--- config.mk ---
export PLATFORM = sky130hd
export DESIGN_NAME = branch_resolver
export DESIGN_NICKNAME = d
export VERILOG_FILES = /design/src/rtl/branch_resolver_pkg.sv /design/src/rtl/comparator_n_bit.sv /design/src/rtl/branch_resolver.sv
export SDC_FILE = /design/constraint.sdc
export NUM_CORES = 1
export LEC_CHECK = 0
export CORE_ASPECT_RATIO = 1.75
export CORE_MARGIN = 2
export CORE_UTILIZATION = 42
export DETAILED_ROUTE_END_ITERATION = 16
export GPL_TIMING_DRIVEN = 0
export PLACE_DENSITY = 0.77
export SLEW_MARGIN = 20
export SYNTH_ARGS = -nofsm -noshare
export SYNTH_HDL_FRONTEND = slang
export SYNTH_SLANG_ARGS = --single-unit
--- constraint.sdc ---
create_clock -name clk -period 2.2 [get_ports clk]
set_input_delay 0.22 -clock clk [delete_from_list [all_inputs] [get_ports clk]]
set_output_delay 0.22 -clock clk [all_outputs]
set_load 0.02 [all_outputs]
--- src/rtl/branch_resolver_pkg.sv ---
// Shared definitions for the branch resolver slice:
// branch funct3 encodings and mispredict counter width.
package branch_resolver_pkg;

  localparam logic [2:0] F3_BEQ  = 3'b000;
  localparam logic [2:0] F3_BNE  = 3'b001;
  localparam logic [2:0] F3_BLT  = 3'b100;
  localparam logic [2:0] F3_BGE  = 3'b101;
  localparam logic [2:0] F3_BLTU = 3'b110;
  localparam logic [2:0] F3_BGEU = 3'b111;

  localparam int CNT_W = 16;
  localparam logic [CNT_W-1:0] CNT_MAX = '1;

endpackage

--- src/rtl/comparator_n_bit.sv ---
// N-bit magnitude comparator, signed or unsigned.
// Ports: a_i, b_i, signed_i in; lt_o, eq_o, gt_o out.
module comparator_n_bit #(
  parameter int N = 32
) (
  input  logic [N-1:0] a_i,
  input  logic [N-1:0] b_i,
  input  logic         signed_i,
  output logic         lt_o,
  output logic         eq_o,
  output logic         gt_o
);

  logic lt_s;
  logic lt_u;

  assign lt_s = $signed(a_i) < $signed(b_i);
  assign lt_u = a_i < b_i;
  assign eq_o = a_i == b_i;
  assign lt_o = signed_i ? lt_s : lt_u;
  assign gt_o = !lt_o && !eq_o;

endmodule

--- src/rtl/branch_resolver.sv ---
// Resolves conditional branches with a one-entry output register.
// Ports: clk, rst_n; in_valid/in_ready request with rs1, rs2,
// funct3, pc, imm, pred_taken; flush; out_valid/out_ready result
// with taken, next_pc, mispredict, illegal; mispredict_count.
module branch_resolver
  import branch_resolver_pkg::*;
#(
  parameter int XLEN = 32
) (
  input  logic             clk,
  input  logic             rst_n,
  input  logic             in_valid,
  output logic             in_ready,
  input  logic [XLEN-1:0]  rs1,
  input  logic [XLEN-1:0]  rs2,
  input  logic [2:0]       funct3,
  input  logic [XLEN-1:0]  pc,
  input  logic [XLEN-1:0]  imm,
  input  logic             pred_taken,
  input  logic             flush,
  output logic             out_valid,
  input  logic             out_ready,
  output logic             taken,
  output logic [XLEN-1:0]  next_pc,
  output logic             mispredict,
  output logic             illegal,
  output logic [CNT_W-1:0] mispredict_count
);

  logic            lt;
  logic            eq;
  logic            gt;
  logic            sgn;
  logic            tk_c;
  logic            ill_c;
  logic [XLEN-1:0] npc_c;
  logic            mis_c;

  logic            accept;
  logic            xfer;

  logic             valid_q, valid_d;
  logic             tk_q, tk_d;
  logic [XLEN-1:0]  npc_q, npc_d;
  logic             mis_q, mis_d;
  logic             ill_q, ill_d;
  logic [CNT_W-1:0] cnt_q, cnt_d;

  assign sgn = (funct3 == F3_BLT) || (funct3 == F3_BGE);

  comparator_n_bit #(
    .N(XLEN)
  ) u_cmp (
    .a_i     (rs1),
    .b_i     (rs2),
    .signed_i(sgn),
    .lt_o    (lt),
    .eq_o    (eq),
    .gt_o    (gt)
  );

  always_comb begin
    tk_c  = 1'b0;
    ill_c = 1'b0;
    unique case (funct3)
      F3_BEQ:  tk_c = eq;
      F3_BNE:  tk_c = !eq;
      F3_BLT:  tk_c = lt;
      F3_BGE:  tk_c = gt || eq;
      F3_BLTU: tk_c = lt;
      F3_BGEU: tk_c = gt || eq;
      default: ill_c = 1'b1;
    endcase
  end

  assign npc_c = tk_c ? (pc + imm) : (pc + XLEN'(4));
  assign mis_c = tk_c ^ pred_taken;

  assign in_ready = (!valid_q || out_ready) && !flush;
  assign accept   = in_valid && in_ready;
  assign xfer     = valid_q && out_ready && !flush;

  always_comb begin
    valid_d = valid_q;
    tk_d    = tk_q;
    npc_d   = npc_q;
    mis_d   = mis_q;
    ill_d   = ill_q;
    cnt_d   = cnt_q;
    if (flush) begin
      valid_d = 1'b0;
    end else if (accept) begin
      valid_d = 1'b1;
    end else if (xfer) begin
      valid_d = 1'b0;
    end
    if (accept) begin
      tk_d  = tk_c;
      npc_d = npc_c;
      mis_d = mis_c;
      ill_d = ill_c;
    end
    if (xfer && mis_q && (cnt_q != CNT_MAX)) begin
      cnt_d = cnt_q + 1'b1;
    end
  end

  always_ff @(posedge clk or negedge rst_n) begin
    if (!rst_n) begin
      valid_q <= 1'b0;
      tk_q    <= 1'b0;
      npc_q   <= '0;
      mis_q   <= 1'b0;
      ill_q   <= 1'b0;
      cnt_q   <= '0;
    end else begin
      valid_q <= valid_d;
      tk_q    <= tk_d;
      npc_q   <= npc_d;
      mis_q   <= mis_d;
      ill_q   <= ill_d;
      cnt_q   <= cnt_d;
    end
  end

  assign out_valid        = valid_q;
  assign taken            = tk_q;
  assign next_pc          = npc_q;
  assign mispredict       = mis_q;
  assign illegal          = ill_q;
  assign mispredict_count = cnt_q;

endmodule

After elaboration in Yosys (flattened, before gate mapping). Cells that the tools add are included. Widths: inputs -> output; s select.

Bitwise logic cells: 1. Add/subtract/negate cells: 3. Magnitude comparators: 2. Equality and inequality tests: 7. Reductions and logical operators: 19. Multiplexer cells: 7.

Operators with widths (count): $lt 32x32->1 (2); $add 32x3->32 const B (1); $add 32x32->32 (1); $eq 32x32->1 (1); $mux 32 (1); $add 16x1->16 const B (1); $ne 16x16->1 const B (1); $eq 3x3->1 const B (4); $logic_and 1x1->1 (7); $reduce_or 6->1 (1); $mux 1 (5); $logic_not 1->1 (4); $pmux 1 s4 (1); $reduce_or 2->1 (2); $eq 3x1->1 const B (1); $logic_not 3->1 (1); $logic_or 1x1->1 (3); $reduce_bool 3->1 (1); $xor 1x1->1 (1).

Flip-flop bits (word level): 52. Word-level logic and storage cells: 45.

Longest topological paths before layout.
Depth in word-level cells: 8. Mapped depth: 14.

Modules after synthesis. Synthesis repeated with hierarchy kept, for this count alone.

Cells, all modules: 641. Area, all modules: 5225.0 sq um.

Modules (own cells, without submodules): branch_resolver (area each 4375.4 sq um, cells an instance 527, sequential area each 1301.2 sq um, instances 1); comparator_n_bit (area each 849.6 sq um, cells an instance 114, sequential area each 0.0 sq um, instances 1).

Worst setup path before layout. Ideal clock, no wire load.

Path kind: input to register. Start point: in rs2[5]. End point: reg npc_q[28], in the netlist next_pc[28]. Library setup time: 121 ps. Data arrival time: 3052 ps. Required time: 2079 ps. Stages on the path: 12. Setup slack: -973 ps. Path buffers: 1. Path through: inv_1 > ha_1 > a21oi_1 > o21ai_1 > a221o_1 > or3_4 > a2111oi_4 > mux2i_1 > a221o_1 > clkbuf_1 > or4_1 > a22o_1.

Word-level cells in the longest chain between the ends: 7.

RTL lines: start, declared (RTL line branch_resolver.sv:15) `input logic [XLEN-1:0] rs2,`; $lt 32x32->1 (on tied branches) (RTL line comparator_n_bit.sv:18, comparator_n_bit.sv:17); $mux 1 (RTL line comparator_n_bit.sv:20) `assign lt_o = signed_i ? lt_s : lt_u;`; $logic_not 1->1 (RTL line comparator_n_bit.sv:21) `assign gt_o = !lt_o && !eq_o;`; $logic_and 1x1->1 (RTL line comparator_n_bit.sv:21); $logic_or 1x1->1 (RTL line branch_resolver.sv:69, branch_resolver.sv:71); $pmux 1 s4 * (RTL line branch_resolver.sv:65) `unique case (funct3)`; $mux 32 * (RTL line branch_resolver.sv:76) `assign npc_c = tk_c ? (pc + imm) : (pc + XLEN'(4));`; end signal, assigned (RTL line branch_resolver.sv:119) `npc_q <= npc_d;`; end, declared (RTL line branch_resolver.sv:44) `logic [XLEN-1:0] npc_q, npc_d;`.

Every way passes the cells marked *; elsewhere a longest branch is shown, timed or not. A chain may end at the register's enable or synchronous reset.

Worst setup path in the final report.
Start point: in rs1[12]. End point: reg npc_q[1], in the netlist next_pc[1].

Word-level cells in the longest chain between the ends: 7.

RTL lines: start, declared (RTL line branch_resolver.sv:14) `input logic [XLEN-1:0] rs1,`; $lt 32x32->1 (on tied branches) (RTL line comparator_n_bit.sv:18, comparator_n_bit.sv:17); $mux 1 (RTL line comparator_n_bit.sv:20); $logic_not 1->1 (RTL line comparator_n_bit.sv:21); $logic_and 1x1->1 (RTL line comparator_n_bit.sv:21); $logic_or 1x1->1 (RTL line branch_resolver.sv:69, branch_resolver.sv:71); $pmux 1 s4 * (RTL line branch_resolver.sv:65); $mux 32 * (RTL line branch_resolver.sv:76).

Marks and branches as above.

==> results_dict.tcl <==
set metrics [dict create \
    timing.max_slew.rel_slack 0.447 \
    netlist.top_cell.by_area "dfrtp_1" \
    maxCapViolCount 0 \
    cellLeakagePower_nw 3.81 \
    mostFrequentLayoutCells "132 x clkdlybuf4s50_1, 75 x nand2_1, 48 x dfrtp_1" \
    number_of_antenna_violations_at_the_first_check_in_global_routing 1 \
    insertion_delay_ps 290 \
    die-width_microns 88.8 \
    report.power.total_mw 4.42 \
    floorplan.rows 54 \
    grt_use_met3 0.0309 \
    max-vdd-ir-drop_v 0.000316 \
    final.period_utilization 1.38 \
    cts_tree "yes" \
    fin_ws_ps -844 \
    total_congestion_overflow_after_global_routing 0 \
    placed_cell_area_sq_mm 0.00761 \
    areaGrowthSynthToFinish_pct 64.4 \
    path_clk_slew_ps 70 \
    timing.final.hold_violations 0 \
    yosys_most_used_dff "dfrtp_1" \
    synth_warnings 0 \
    detail_route.vias_per_cell 5.50 \
    critical_setup_path_class "in2reg" \
    grt_util_met2 0.520 \
    maximum_number_of_pins_on_one_net_before_global_route_repair 35 \
    finish.instance_area_sq_mm 0.00869 \
    final_layout_size_suffix_gt1_frac 0.239 \
    final_nets 1077 \
    critical_path_fanouts_max 10 \
    initialDrtViolationCount 275 \
    synth_seq_area_share 0.246 \
    crit_chain "clkdlybuf4s15_2, ha_4, nand4_1, nor2_1, a221o_1, or3_4, a2111oi_4, mux2i_1, a221o_2, buf_12, or2_0, a31oi_2" \
    yosys_register_bits 52 \
    gr-usage-met1 0.252 \
    critical_path.top_delay_family "compound AO/OA/AOI/OAI gates" \
    drcViolationCount 0 \
    grt-busiest-layer "met2" \
    ctsRootBufferMaster "clkbuf_16" \
    clkSinkCount 52 \
    worst_setup_path_end_kind "flop" \
    worstPathRequired_ps 2400 \
    dieArea_sq_mm 0.0135 \
    area_fraction_of_the_dominant_cell_type_after_synthesis 0.246 \
    start_kind "primary input" \
    worst_hold_path_class "in2reg" \
    violations "setup timing" \
    core_area_sq_mm 0.0124 \
    worst_path_largest_cell_delay_ps 480 \
    route.detailed.wl_per_inst_microns 18.1 \
    netlist_area_pre_place_sq_mm 0.00529 \
    final_common_cell "clkdlybuf4s50_1" \
    fmaxAchievable_mhz 329 \
    grt.total_usage 0.264 \
    power_per_cell_area_mw_per_mm2 509 \
    slew_viol_final 0 \
    report.final.setup_viol 34 \
    synth_edf_count 0 \
    die_h_microns 152 \
    syn_avg_cell_area_sq_um 8.20 \
    boundaryPins 190 \
    hpwl_mm 14.7 \
    finalClockSkew_ps 7.99 \
    synth.lib_cells_used.distinct 57 \
    gpl.final_weighted_congestion 0.918 \
    grt_setup_unrepaired "true" \
    synth_nets 848 \
    htreeDepth 2 \
    critical_path_arrival_ps 3240 \
    place_ws_ps -1800 \
    syn_inst 645 \
    detailroute.via_count 5744 \
    yosys-top-cells-area "dfrtp_1 25%, ha_1 15%, xnor2_1 7.5%, nand2_1 5.5%, xor2_1 4.3%" \
    effective_utilization_at_floorplan 0.428 \
    port_buffers 189 \
    grt_first_pass_wirelength_mm 28.3 \
    clock_path_buffers 2 \
    run_status "finished with violations" \
    finalCriticalPeriod_ps 3040 \
    grt_pass1_vias 6027 \
    first_pass_iters 4 \
    wl_mm 18.9 \
    critPathSlowestCell "a221o_2" \
    antenna_left 0 \
    tritoncts.num_buffers 5 \
    worst-path-buf-inv 2 \
    timing_worst_slew_pin_value_ps 829 \
    async_flop_share 1.00 \
]
state kept, by name (all words and copies together), names as in the netlist:
register	count
out_valid	1
illegal	1
next_pc	32
mispredict	1
taken	1
mispredict_count	16
layout make-up:
type                    count  area, sq um
diodes                      1         2.50
plain buffers              16          138
clock buffers               6          139
clock inverters             2         15.0
fillers                   959         3670
inverters                  45          204
multi-input cells         528         4500
flip-flops and latches     52         1310
well taps                 168          210
repair buffers            226         2180
logic make-up (layout without fill, tap and decap cells):
group                      count (synthesis)  after routing  share of synthesized area
and+or+nand+nor                          214            214                      0.198
AOI/OAI and AO/OA                        154            154                      0.189
xor gates and xnor gates                  71             71                      0.118
adders and majority gates                 66             66                      0.158
buffers and inverters                     65            295                     0.0466
DFF                                       52             52                      0.246
muxes                                     23             23                     0.0445
other                                      0              1                          0
timing repair:
item	4_1_cts	5_1_grt
buffers inserted	19	15
cloned	2	0
pin swaps	49	23
endpoints found under the setup margin	39	36
hold endpoints to repair	18	0
hold buffers	1	0
gates resized for setup	224	81
worst min-delay path, cell delays in order:
cell,delay [ps]
dlymetal6s2s_1,120
mux2i_1,90
o21ai_1,110
layer usage:
metal / wire length, microns / part of all wire / vias to the layer above
met5: 0 / 0 / -
met1: 6260 / 0.33 / 2734
met2: 10800 / 0.57 / 186
met4: 939 / 0.050 / 0
met3: 902 / 0.048 / 55
li1: - / - / 2769
report_power, final:
group	total (mW)	internal [mW]	switching, mW
clock	0.813	0.453	0.359
sequential	1.26	1.12	0.143
combinational	2.35	1.18	1.16
worst paths after layout:
check | from | to | slack [ps] | cells after the start
max | rs1[12] | next_pc[1] | -840 | 12
min | pc[0] | next_pc[0] | 300 | 3
max reg2reg | mispredict_count[5] | mispredict_count[15] | 100 | 9
min reg2reg | next_pc[21] | next_pc[21] | 490 | 2
max in group asynchronous | rst_n | next_pc[16] | 1230 | 3
min in group asynchronous | rst_n | mispredict_count[13] | 420 | 2
synthesized netlist by cell type, drive strengths merged, types with 2 or more instances:
cell type  number
a211o           2
a211oi          2
a21boi          2
a21o           19
a21oi          40
a221o           4
a22o            2
a22oi           4
a31o            2
a31oi           4
and2            5
and3            8
and4           10
and4b           2
buf             4
clkbuf         16
dfrtp          52
ha             65
inv            45
mux2            4
mux2i          19
nand2          78
nand2b          3
nand3          37
nand4          12
nor2           35
nor2b           5
nor3            6
o2111ai         4
o211ai          6
o21a            2
o21ai          45
o21bai          2
o311ai          6
or2             3
or3             4
xnor2          45
xor2           26
per-stage QoR:
stage | TNS (ps) | std cells | util | hold slack, ps
after global placement | -82830 | 1002 | 0.614 | 464
final | -25850 | 1044 | 0.703 | 302
after CTS | -24050 | 1028 | 0.672 | 423
after detailed placement | -57500 | 1003 | 0.616 | 189
after floorplan | -20370 | 645 | - | -75.6
after global routing | -28630 | 1044 | 0.703 | 324
Note: power is estimated with default switching activity, not from simulation.
